<file path="config.mk">
export PLATFORM = sky130hd
export DESIGN_NAME = as_tapc_gen
export DESIGN_NICKNAME = d
export VERILOG_FILES = /design/src/rtl/as_tapc_gen.sv
export SDC_FILE = /design/constraint.sdc
export NUM_CORES = 1
export LEC_CHECK = 0
export ABC_CLOCK_PERIOD_IN_PS = 2300
export CAP_MARGIN = 20
export CORE_ASPECT_RATIO = 0.75
export CORE_MARGIN = 10
export CORE_UTILIZATION = 42
export CTS_BUF_LIST = sky130_fd_sc_hd__clkbuf_2
export CTS_CLUSTER_DIAMETER = 30
export DETAILED_ROUTE_END_ITERATION = 8
export PLACE_DENSITY = 0.72
export SYNTH_ARGS = -nofsm -noshare
export SYNTH_HDL_FRONTEND = slang
export SYNTH_SLANG_ARGS = --single-unit
export TNS_END_PERCENT = 100
</file>
<file path="constraint.sdc">
create_clock -name tck -period 2.3 [get_ports tck]
set_input_delay 0.46 -clock tck [delete_from_list [all_inputs] [get_ports tck]]
set_output_delay 0.46 -clock tck [all_outputs]
set_load 0.02 [all_outputs]
</file>
<file path="src/rtl/as_tapc_gen.sv">
// IEEE 1149.1 TAP controller with an IR, BYPASS and IDCODE data registers,
// plus select/strobe outputs for a configurable number of external DRs.
module as_tapc_gen #(
  parameter int                IR_WIDTH   = 8,
  parameter int                ID_WIDTH   = 32,
  parameter logic [ID_WIDTH-1:0] IDCODE   = 32'h0A57_0001,
  parameter int                NR_EXT_DRS = 3
) (
  input  logic                  tck,
  input  logic                  trst_n,
  input  logic                  tms,
  input  logic                  tdi,
  input  logic [NR_EXT_DRS-1:0] ext_tdo_i,
  output logic                  tdo,
  output logic                  tdo_en,
  output logic [3:0]            state_o,
  output logic [IR_WIDTH-1:0]   ir_o,
  output logic [NR_EXT_DRS-1:0] ext_sel_o,
  output logic                  capture_dr_o,
  output logic                  shift_dr_o,
  output logic                  update_dr_o
);

  typedef enum logic [3:0] {
    TLR      = 4'hF, RTI      = 4'hC,
    SEL_DR   = 4'h7, CAP_DR   = 4'h6, SH_DR    = 4'h2, EX1_DR   = 4'h1,
    PAUSE_DR = 4'h3, EX2_DR   = 4'h0, UPD_DR   = 4'h5,
    SEL_IR   = 4'h4, CAP_IR   = 4'hE, SH_IR    = 4'hA, EX1_IR   = 4'h9,
    PAUSE_IR = 4'hB, EX2_IR   = 4'h8, UPD_IR   = 4'hD
  } tap_state_t;

  localparam logic [IR_WIDTH-1:0] IR_IDCODE = IR_WIDTH'(1);

  tap_state_t            r_state;
  logic [IR_WIDTH-1:0]   r_ir;
  logic [IR_WIDTH-1:0]   r_ir_sr;
  logic                  r_bypass;
  logic [ID_WIDTH-1:0]   r_id;

  logic [NR_EXT_DRS-1:0] w_ext_sel;
  logic                  w_sel_id;
  logic                  w_sel_byp;
  logic                  w_dr_tdo;

  always_ff @(posedge tck) begin
    if (!trst_n) begin
      r_state <= TLR;
    end else begin
      case (r_state)
        TLR:      r_state <= tms ? TLR    : RTI;
        RTI:      r_state <= tms ? SEL_DR : RTI;
        SEL_DR:   r_state <= tms ? SEL_IR : CAP_DR;
        CAP_DR:   r_state <= tms ? EX1_DR : SH_DR;
        SH_DR:    r_state <= tms ? EX1_DR : SH_DR;
        EX1_DR:   r_state <= tms ? UPD_DR : PAUSE_DR;
        PAUSE_DR: r_state <= tms ? EX2_DR : PAUSE_DR;
        EX2_DR:   r_state <= tms ? UPD_DR : SH_DR;
        UPD_DR:   r_state <= tms ? SEL_DR : RTI;
        SEL_IR:   r_state <= tms ? TLR    : CAP_IR;
        CAP_IR:   r_state <= tms ? EX1_IR : SH_IR;
        SH_IR:    r_state <= tms ? EX1_IR : SH_IR;
        EX1_IR:   r_state <= tms ? UPD_IR : PAUSE_IR;
        PAUSE_IR: r_state <= tms ? EX2_IR : PAUSE_IR;
        EX2_IR:   r_state <= tms ? UPD_IR : SH_IR;
        UPD_IR:   r_state <= tms ? SEL_DR : RTI;
        default:  r_state <= TLR;
      endcase
    end
  end

  // The active instruction only moves in UpdIR, and is pinned to IDCODE in TLR.
  always_ff @(posedge tck) begin
    if (!trst_n) begin
      r_ir    <= IR_IDCODE;
      r_ir_sr <= '0;
    end else begin
      case (r_state)
        TLR:     r_ir    <= IR_IDCODE;
        CAP_IR:  r_ir_sr <= {{(IR_WIDTH-2){1'b0}}, 2'b01};
        SH_IR:   r_ir_sr <= {tdi, r_ir_sr[IR_WIDTH-1:1]};
        UPD_IR:  r_ir    <= r_ir_sr;
        default: ;
      endcase
    end
  end

  always_ff @(posedge tck) begin
    if (!trst_n) begin
      r_bypass <= 1'b0;
      r_id     <= IDCODE;
    end else begin
      if (r_state == CAP_DR) begin
        if (w_sel_byp) r_bypass <= 1'b0;
        if (w_sel_id)  r_id     <= IDCODE;
      end else if (r_state == SH_DR) begin
        if (w_sel_byp) r_bypass <= tdi;
        if (w_sel_id)  r_id     <= {tdi, r_id[ID_WIDTH-1:1]};
      end
    end
  end

  // Any code that is neither IDCODE nor an external DR falls through to BYPASS.
  always_comb begin
    w_ext_sel = '0;
    for (int k = 0; k < NR_EXT_DRS; k++) begin
      w_ext_sel[k] = (r_ir == IR_WIDTH'(k + 2));
    end
    w_sel_id  = (r_ir == IR_IDCODE);
    w_sel_byp = !w_sel_id && !(|w_ext_sel);
  end

  always_comb begin
    w_dr_tdo = r_bypass;
    if (w_sel_id)        w_dr_tdo = r_id[0];
    else if (|w_ext_sel) w_dr_tdo = |(w_ext_sel & ext_tdo_i);
  end

  always_comb begin
    tdo = 1'b0;
    if (r_state == SH_IR)      tdo = r_ir_sr[0];
    else if (r_state == SH_DR) tdo = w_dr_tdo;
  end

  assign tdo_en       = (r_state == SH_IR) || (r_state == SH_DR);
  assign state_o      = r_state;
  assign ir_o         = r_ir;
  assign ext_sel_o    = w_ext_sel;
  assign capture_dr_o = (r_state == CAP_DR);
  assign shift_dr_o   = (r_state == SH_DR);
  assign update_dr_o  = (r_state == UPD_DR);

endmodule

</file>
# After elaboration in Yosys (flattened, before gate mapping)
# Cells that the tools add are included.
# Widths: inputs -> output; s select.
[op_classes] muxes=27 n_eq_ne=19 reduce_logical=15 bitwise_logic=1
[ops] operator="$mux 32" count=4
[ops] operator="$pmux 4 s12" count=1
[ops] operator="$eq 4x4->1 const B" count=8
[ops] operator="$pmux 8 s2" count=2
[ops] operator="$eq 4x3->1 const B" count=4
[ops] operator="$eq 8x2->1 const B" count=2
[ops] operator="$mux 2" count=6
[ops] operator="$mux 3" count=4
[ops] operator="$mux 1" count=9
[ops] operator="$reduce_or 3->1" count=3
[ops] operator="$eq 4x2->1 const B" count=2
[ops] operator="$eq 8x1->1 const B" count=1
[ops] operator="$eq 8x3->1 const B" count=1
[ops] operator="$reduce_bool 2->1" count=3
[ops] operator="$eq 4x1->1 const B" count=1
[ops] operator="$logic_not 4->1" count=1
[ops] operator="$mux 4" count=1
[ops] operator="$reduce_and 2->1" count=2
[ops] operator="$reduce_or 2->1" count=2
[ops] operator="$and 3x3->3" count=1
[ops] operator="$logic_not 1->1" count=2
[ops] operator="$logic_and 1x1->1" count=1
[ops] operator="$logic_or 1x1->1" count=1
[word_totals] output_inout_bits=20 inputBits=7 register_bits=53

# Logic depth before layout (Yosys ltp)
# Gate-level depths: netlist of the first run.
[depth] ltp_word=7 depth_mapped=7 mapped_depth_nobuf=4

# Least setup slack after synthesis of the first run
# Ideal clock, no wire load.
[synth_timing] kind="register to output" from="register r_state[0], in the netlist state_o[0]" to="output tdo" arrival_time_ns=1.659 slack_ns=0.181 stages_incl_launch_ff=6 path_buffers=1 required_ns=1.840 cell_sequence="dfxtp_1 > buf_2 > nand2b_1 > nor2_1 > o311ai_1 > a31oi_1"
[synth_between] elab_chain_cells=3 elab_cells_between_ends=4 classes_between="2 x eq/ne; 2 x mux"
[synth_rtl] item="start: declaration" line_no="34" text="tap_state_t r_state;"
[synth_rtl] item="start signal: assignment" line_no="50" text="TLR: r_state <= tms ? TLR : RTI;"
[synth_rtl] item="start signal: assignment" line_no="51" text="RTI: r_state <= tms ? SEL_DR : RTI;"
[synth_rtl] item="start signal: assignment" line_no="52" text="SEL_DR: r_state <= tms ? SEL_IR : CAP_DR;"
[synth_rtl] item="$eq 4x2->1" line_no="121" text="else if (r_state == SH_DR) tdo = w_dr_tdo;"
[synth_rtl] item="$mux 1" line_no="121"
[synth_rtl] item="$mux 1 (*)" line_no="120" text="if (r_state == SH_IR) tdo = r_ir_sr[0];"
[synth_rtl] item="end: declaration" line_no="14" text="output logic tdo,"
# Mark *: on every way between the ends. The rest lies on a longest branch, timed or not.

# Worst setup path in the final report of the first run
[layout_timing] from="register r_ir[7], in the netlist ir_o[7]" to="output tdo"
[layout_between] elab_chain_cells=7 elab_cells_between_ends=11 classes_between="4 x eq/ne; 4 x mux; 1 x bitwise; 2 x reduce/logical"
[layout_rtl] item="start: declaration" line_no="35" text="logic [IR_WIDTH-1:0] r_ir;"
[layout_rtl] item="start signal: assignment" line_no="81" text="UPD_IR: r_ir <= r_ir_sr;"
[layout_rtl] item="$eq 8x2->1 or $eq 8x3->1 (tied branches)" line_no="106" text="w_ext_sel[k] = (r_ir == IR_WIDTH'(k + 2));"
[layout_rtl] item="$and 3x3->3" line_no="115" text="else if (|w_ext_sel) w_dr_tdo = |(w_ext_sel & ext_tdo_i);"
[layout_rtl] item="$reduce_or 3->1" line_no="115"
[layout_rtl] item="$mux 1" line_no="115"
[layout_rtl] item="$mux 1 (*)" line_no="114" text="if (w_sel_id) w_dr_tdo = r_id[0];"
[layout_rtl] item="$mux 1 (*)" line_no="121"
[layout_rtl] item="$mux 1 (*)" line_no="120"
# Marked as above.

==> results.tsv, run 1 <==
stage	metric	value	unit
clock_tree	clk-insertion-delay-late	0.43	ns
floorplan	row_count	22	
setup_path	rr_endpoint	r_id[20]$_SDFFE_PN1P_	
power	finalPower	0.001595	W
sta	fin_crit	2.296	ns
sta	tightestPinTransition	0.5244	ns
sta	final.period_utilization	99.84	%
setup_path	r2r_slack	0.67	ns
sta	final_hold_viol_count	0	
outcome	status	finished clean	
clock_tree	cts_buffers	5	
routing	drt_wl_total	4.883	mm
clock_tree	cts_buffer_depth	2	
synth	netlist_area	2125	sq um
floorplan	core-area	4900	sq um
worst_hold_path	hold_path.class	reg -> reg	
routing	ant_nets	0	
synth	syn_nets	238	
routing	detail_route.iter0.violations	106	
clock_tree	h-tree-depth	2	
synth	syn_avg_cell_area	9.197	sq um
synth	syn_inst	231	
sta	worst_hold_slack	0.4755	ns
routing	viasPerCell	5.538	
routing	drt-pass1-iter-count	4	
setup_path	r2r-start	state_o[1]$_SDFF_PN1_	
floorplan	initial_utilization	43.36	%
setup_path	rr_worst_depth	5	
synth	ys.warnings.count	0	
setup_path	critPathMaxFanout	3	
place	pre_cts_slack	-0.1565	ns
routing	vias	1833	
clock_tree	path_clk_slew	0.24	ns
worst_hold_path	worstHoldEndpoint	r_id[31]$_SDFFE_PN0P_	
power	power_leakage	0.9977	nW
sta	setup_viol	0	
worst_hold_path	min_delay_path_depth	2	
finish	nNetsFinal	277	
power	max-vdd-ir-drop	321.8	uV
floorplan	die_h	81.60	um
worst_hold_path	hp-start	r_id[31]$_SDFFE_PN0P_	
setup_path	worstSetupEndpointType	output pin	
global_route	gr-total-overflow	0	
sta	drv_slew	0	
clock_tree	tritoncts	yes	
power	p_per_area	608.1	nW/um^2
global_route	antenna_found_initial	0	
sta	fmax	0.4355	GHz
sta	setup_ws	0.003647	ns
setup_path	startpoint	ir_o[7]$_SDFFE_PN0P_	
finish	antennaDiodeCount	0	
finish	syn_to_final_growth	23.44	%
finish	drive_gt1_share	17.71	%
setup_path	crit_arrival	1.84	ns
setup_path	worstSetupStartpointType	register	
global_route	grt_max_degree	34	
global_route	grt_usage	12.26	%
global_route	grt_pass1_wl	8.107	mm
sta	rsz0062_at_grt	true	
finish	design_area	2623	sq um
synth	ys_seq_area_share	49.94	%
synth	yosysUniqueCellTypes	38	
floorplan	fp.dieW	102.1	um
routing	drc	0	
setup_path	crit_type	reg -> out	
place	post-dp-hpwl	3.368	mm
clock_tree	cts_hold_buf	0	
clock_tree	cts.sinks	53	
place	postPlaceCellArea	2516	sq um
synth	ys_seq_elements	53	
setup_path	required	1.84	ns
place	io_buffers	26	
global_route	grt_pass1_vias	1577	
sta	finClkSkew	0.02322	ns
floorplan	io_pins	27	
floorplan	die-area	8333	sq um
sta	slew_headroom	65.04	%
routing	drt-wirelength-per-cell	14.75	um
place	globalplace.congestion	0.7942	
run	maxCapViolCount	0	
clock_tree	root_buffer	clkbuf_2	
## worst max-delay path by stage
| stage | to | slack [ns] | depth (start not counted) |
|---|---|---|---|
| floorplan | tdo | 0.18 | 5 |
| global placement | tdo | -0.12 | 6 |
| detailed placement | tdo | -0.16 | 6 |
| CTS | tdo | -0.14 | 7 |
| global route | tdo | -0.14 | 6 |
| finish | tdo | 0.004 | 7 |
## state kept, by name, indices dropped and copies added, names as in the netlist
| signal | cells |
|---|---|
| ir_o | 8 |
| r_ir_sr | 8 |
| r_bypass | 1 |
| state_o | 4 |
| r_id | 32 |
## layout make-up
type	count	area [sq um]
clock buffers	6	30.03
clock inverters	2	33.78
fillers	453	2277
inverters	3	11.26
multi-input cells	157	978.4
flip-flops and latches	53	1071
well taps	60	75.07
repair buffers	50	422.9
## what timing repair did
item,CTS,global route
pin swaps,1,4
buffers inserted,3,0
resized for setup,22,18
endpoints found under the setup margin,9,8
gates cloned,0,0
endpoints found under the hold margin,0,0
## cell families after synthesis
family | synth area share (%)
simple gates | 22.61
compound gates | 21.67
flops | 49.94
buf+inv | 5.300
mux | 0.4712
## placed cells by master (no fill, tap or decap), drive strengths merged, types with 2 or more instances in the layout
cell,netlist,layout
clkinv,1,2
nand3b,3,3
dfxtp,53,53
clkdlybuf4s15,0,2
nor3b,10,10
o211ai,2,2
and3,3,3
nor2b,2,2
o22ai,8,8
clkdlybuf4s50,0,18
nand3,3,3
o311ai,2,2
buf,10,27
nand2b,3,3
a22o,7,7
o21ai,6,6
a22oi,24,24
nor3,4,4
and2,2,2
a21oi,14,14
and4,2,2
nand2,16,16
clkbuf,8,8
inv,2,2
nor2,34,34
a31oi,3,3
nand4,3,3
## where the power goes
group / switching (W) / internal, W
clock network: 0.000272 / 0.000185
logic: 0.000114 / 0.0000798
registers: 0.0000121 / 0.000932
## layer usage
layer / track usage, % / up-vias / part of all wire (%)
met5: 0 / - / 0
met4: 3.792 / 0 / 0.74
met3: 4.362 / 2 / 7.9
met2: 15.36 / 53 / 40
met1: 18.53 / 854 / 51
li1: - / 924 / -
## worst max-delay path, stage by stage (launching register included)
cell	delay, ns
dfxtp_2	0.39
nor3_4	0.21
buf_6	0.13
buf_4	0.10
o211ai_1	0.09
a22oi_1	0.22
a31oi_1	0.12
buf_4	0.17
## Yosys cell counts
cell,count,area [sq um]
a22o_1,7,61.31
nor2b_1,1,6.260
a21oi_1,14,70.07
buf_2,6,30.03
nor2_1,34,127.6
nand4_1,3,18.77
nor3b_2,1,12.51
dfxtp_1,53,1061
buf_4,1,7.510
or4b_1,1,10.01
nand3b_1,3,22.52
clkinv_1,1,3.750
nor4b_4,1,23.77
nand2b_1,3,18.77
a31oi_1,3,18.77
a22oi_1,24,180.2
o22a_1,1,8.760
a311oi_1,1,8.760
o311ai_0,1,8.760
o21ai_1,3,15.01
and3_1,3,18.77
o311ai_1,1,8.760
mux2i_1,1,10.01
clkbuf_1,8,30.03
and2_1,2,12.51
nand3_1,3,15.01
buf_6,3,33.78
and4b_1,1,10.01
o211ai_1,2,15.01
nand2_1,16,60.06
nor3_2,2,20.02
o22ai_1,8,50.05
nor3_1,2,10.01
and4_1,2,17.52
inv_1,2,7.510
o21ai_0,3,15.01
nor2b_2,1,8.760
nor3b_1,9,67.56
## stage by stage
step | std cells | util, % | setup TNS, ns
2_1_floorplan | 231 | - | 0
3_3_place_gp | 320 | 51.35 | -0.1163
3_5_place_dp | 320 | 51.35 | -0.1565
4_1_cts | 331 | 53.14 | -0.1398
5_1_grt | 331 | 53.52 | -0.3157
6_report | 331 | 53.52 | 0
Power figures use the tool's default switching activity.
==> run 2: changes to the inputs <==
--- a/config.mk
+++ b/config.mk
@@ -14,6 +14,7 @@
 export CTS_CLUSTER_DIAMETER = 30
 export DETAILED_ROUTE_END_ITERATION = 8
 export PLACE_DENSITY = 0.72
+export SKIP_LAST_GASP = 1
 export SYNTH_ARGS = -nofsm -noshare
 export SYNTH_HDL_FRONTEND = slang
 export SYNTH_SLANG_ARGS = --single-unit
==> results of run 2 <==
The final DEF is identical to that of run 1; final timing and power are the same.
Main changes from that run: number of gates resized after CTS 22 -> 21; wire length of the first global-routing pass 8107 um -> 8093 um; via count of the first global-routing pass 1577 -> 1574; overall routing resource usage 12.26% -> 12.24%; met1 usage 18.53% -> 18.48%
==> run 3: changes to the inputs <==
--- a/config.mk
+++ b/config.mk
@@ -5,7 +5,7 @@
 export SDC_FILE = /design/constraint.sdc
 export NUM_CORES = 1
 export LEC_CHECK = 0
-export ABC_CLOCK_PERIOD_IN_PS = 2300
+export ABC_CLOCK_PERIOD_IN_PS = 2600
 export CAP_MARGIN = 20
 export CORE_ASPECT_RATIO = 0.75
 export CORE_MARGIN = 10
==> constraint.sdc (replaced) <==
create_clock -name tck -period 2.6 [get_ports tck]
set_input_delay 0.52 -clock tck [delete_from_list [all_inputs] [get_ports tck]]
set_output_delay 0.52 -clock tck [all_outputs]
set_load 0.02 [all_outputs]
==> results.tsv, run 3 (synthesis gave the netlist of run 1 again) <==
stage	metric	value	unit	change
setup_path	critPathBufInv	1		was 3
setup_path	worstSetupEndpointType	output pin		unchanged
routing	drt-pass1-iter-count	4		unchanged
sta	fin_crit	2.485	ns	
clock_tree	h-tree-depth	2		unchanged
finish	instances_no_fill	320		was 331
global_route	antenna_found_initial	0		unchanged
routing	vias	1803		was 1833
routing	drt-wirelength-per-cell	15.40	um	was 14.75 um
clock_tree	cts_buffer_depth	2		unchanged
sta	rsz0062_at_grt	true		unchanged
setup_path	cp_cell_sequence	nor3b_2 > nand3_1 > o311ai_1 > a31oi_1 > dlygate4sd2_1		was nor3_4 > buf_6 > buf_4 > o211ai_1 > a22oi_1 > a31oi_1 > buf_4
sta	tns	0	ns	unchanged
place	pre_cts_slack	0.05078	ns	was -0.1565 ns
clock_tree	cts.sinks	53		unchanged
power	p_per_area	513.9	nW/um^2	was 608.1 nW/um^2
sta	setup_ws	0.1151	ns	was 0.003647 ns
floorplan	core-area	4900	sq um	unchanged
sta	fmax	0.4024	GHz	
routing	drt_wl_total	4.928	mm	was 4.883 mm
setup_path	worstSetupStartpointType	register		unchanged
outcome	status	finished clean		unchanged
place	placed_cells	310		was 320
clock_tree	tritoncts	yes		unchanged
finish	final_cell_mix	dfxtp_1, nor2_1, a22oi_1		was dfxtp_1, nor2_1, buf_4
sta	tightestPinTransition	0.6007	ns	was 0.5244 ns
global_route	grt_max_degree	34		unchanged
finish	nNetsFinal	267		was 277
finish	drive_gt1_share	12.31	%	was 17.71%
clock_tree	cts_buffers	5		unchanged
routing	viasPerCell	5.634		was 5.538
finish	design_area	2530	sq um	was 2623 sq um
finish	top_register	r_id		unchanged
clock_tree	root_buffer	clkbuf_2		unchanged
place	postPlaceCellArea	2441	sq um	was 2516 sq um
setup_path	crit_type	reg -> out		unchanged
sta	drv_slew	0		unchanged
sta	final_hold_viol_count	0		unchanged
setup_path	critPathMaxFanout	8		was 3
floorplan	die_h	81.60	um	unchanged
power	max-vdd-ir-drop	277.1	uV	was 321.8 uV
floorplan	fp.dieW	102.1	um	unchanged
routing	drc	0		unchanged
floorplan	die-area	8333	sq um	unchanged
setup_path	worst_path_max_delay_cell	dfxtp_2		unchanged
sta	setup_viol	0		unchanged
floorplan	io_pins	27		unchanged
run	maxCapViolCount	0		unchanged
global_route	grt_pass1_wl	8.162	mm	was 8.093 mm
finish	antennaDiodeCount	0		unchanged
finish	syn_to_final_growth	19.08	%	was 23.44%
floorplan	row_count	22		unchanged
finish	layout_commonest_cell	dfxtp_1		unchanged
global_route	gr-total-overflow	0		unchanged
place	post-dp-hpwl	3.375	mm	was 3.368 mm
finish	largest_reg_flops	32		unchanged
setup_path	slowest_delay	0.46	ns	was 0.39 ns
place	io_buffers	26		unchanged
setup_path	crit_arrival	1.96	ns	was 1.84 ns
sta	finClkSkew	0.02042	ns	was 0.02322 ns
setup_path	critical_path.top_delay_family	flip-flops		was compound AO/OA/AOI/OAI gates
clock_tree	clk-insertion-delay-late	0.43	ns	about the same
worst_hold_path	hold_path.class	reg -> reg		unchanged
clock_tree	path_clk_slew	0.24	ns	about the same
setup_path	required	2.08	ns	was 1.84 ns
power	power_leakage	1.001	nW	was 0.9977 nW
place	globalplace.congestion	0.7938		was 0.7942
sta	final.period_utilization	95.57	%	
sta	slew_headroom	59.84	%	was 65.04%
global_route	grt_pass1_vias	1634		was 1574
global_route	grt_usage	12.31	%	was 12.24%
routing	detail_route.iter0.violations	115		was 106
routing	ant_nets	0		unchanged
floorplan	initial_utilization	43.36	%	unchanged
run 3: repair_timing:
action,in CTS,in global routing
pin swaps,2,0
endpoints found under the setup margin,5,5
setup buffers,3,0
resized for setup,10,6
hold buffers,0,0
run 3: path summary, 6_finish.rpt:
path / from / end / slack, ns / depth (start not counted)
worst max-delay path: ir_o[0]$_SDFFE_PN1P_ / tdo / 0.12 / 5
worst max register to register: state_o[3]$_SDFF_PN1_ / ir_o[6]$_SDFFE_PN0P_ / 0.76 / 5
worst min register to register: r_id[31]$_SDFFE_PN0P_ / r_id[31]$_SDFFE_PN0P_ / 0.47 / 2
worst min-delay path: r_id[31]$_SDFFE_PN0P_ / r_id[31]$_SDFFE_PN0P_ / 0.47 / 2
run 3: layout make-up:
type	count	area, sq um
clock buffer	6	30.03
clock inverter	1	3.754
fill	478	2370
inverter	3	11.26
multi-input combinational	157	972.2
sequential	53	1066
tap	60	75.07
timing repair buffer	40	371.6
run 3: worst register-to-register path: cells and delay by family (launching register included):
family	cells	cell delay, ns
simple gates	3	1.01
buf+inv	1	0.21
flops	1	0.53
compound gates	1	0.07
run 3: routing by layer:
layer  up-vias  global-route usage (%)  wire length [um]
met5         -                       0                 0
met4         0                   4.635                59
met3         7                   4.027               327
met2        44                   17.15              2052
met1       856                   17.19              2488
li1        896                       -                 -
run 3: per-stage QoR:
step                      total power, W  hold slack (ns)  util (%)
final                           0.001300           0.4727     51.63
after global routing            0.001363           0.5256     51.63
after CTS                       0.001310           0.4746     51.35
after detailed placement        0.001016           0.4494     49.82
after global placement          0.001014           0.4446     49.82
after floorplan                0.0009538           0.4323         -
run 3: power breakdown:
group	total, W	switching, W	internal (W)
combinational	0.000164	0.0000969	0.0000669
sequential	0.000841	0.0000150	0.000826
clock	0.000295	0.000233	0.0000626
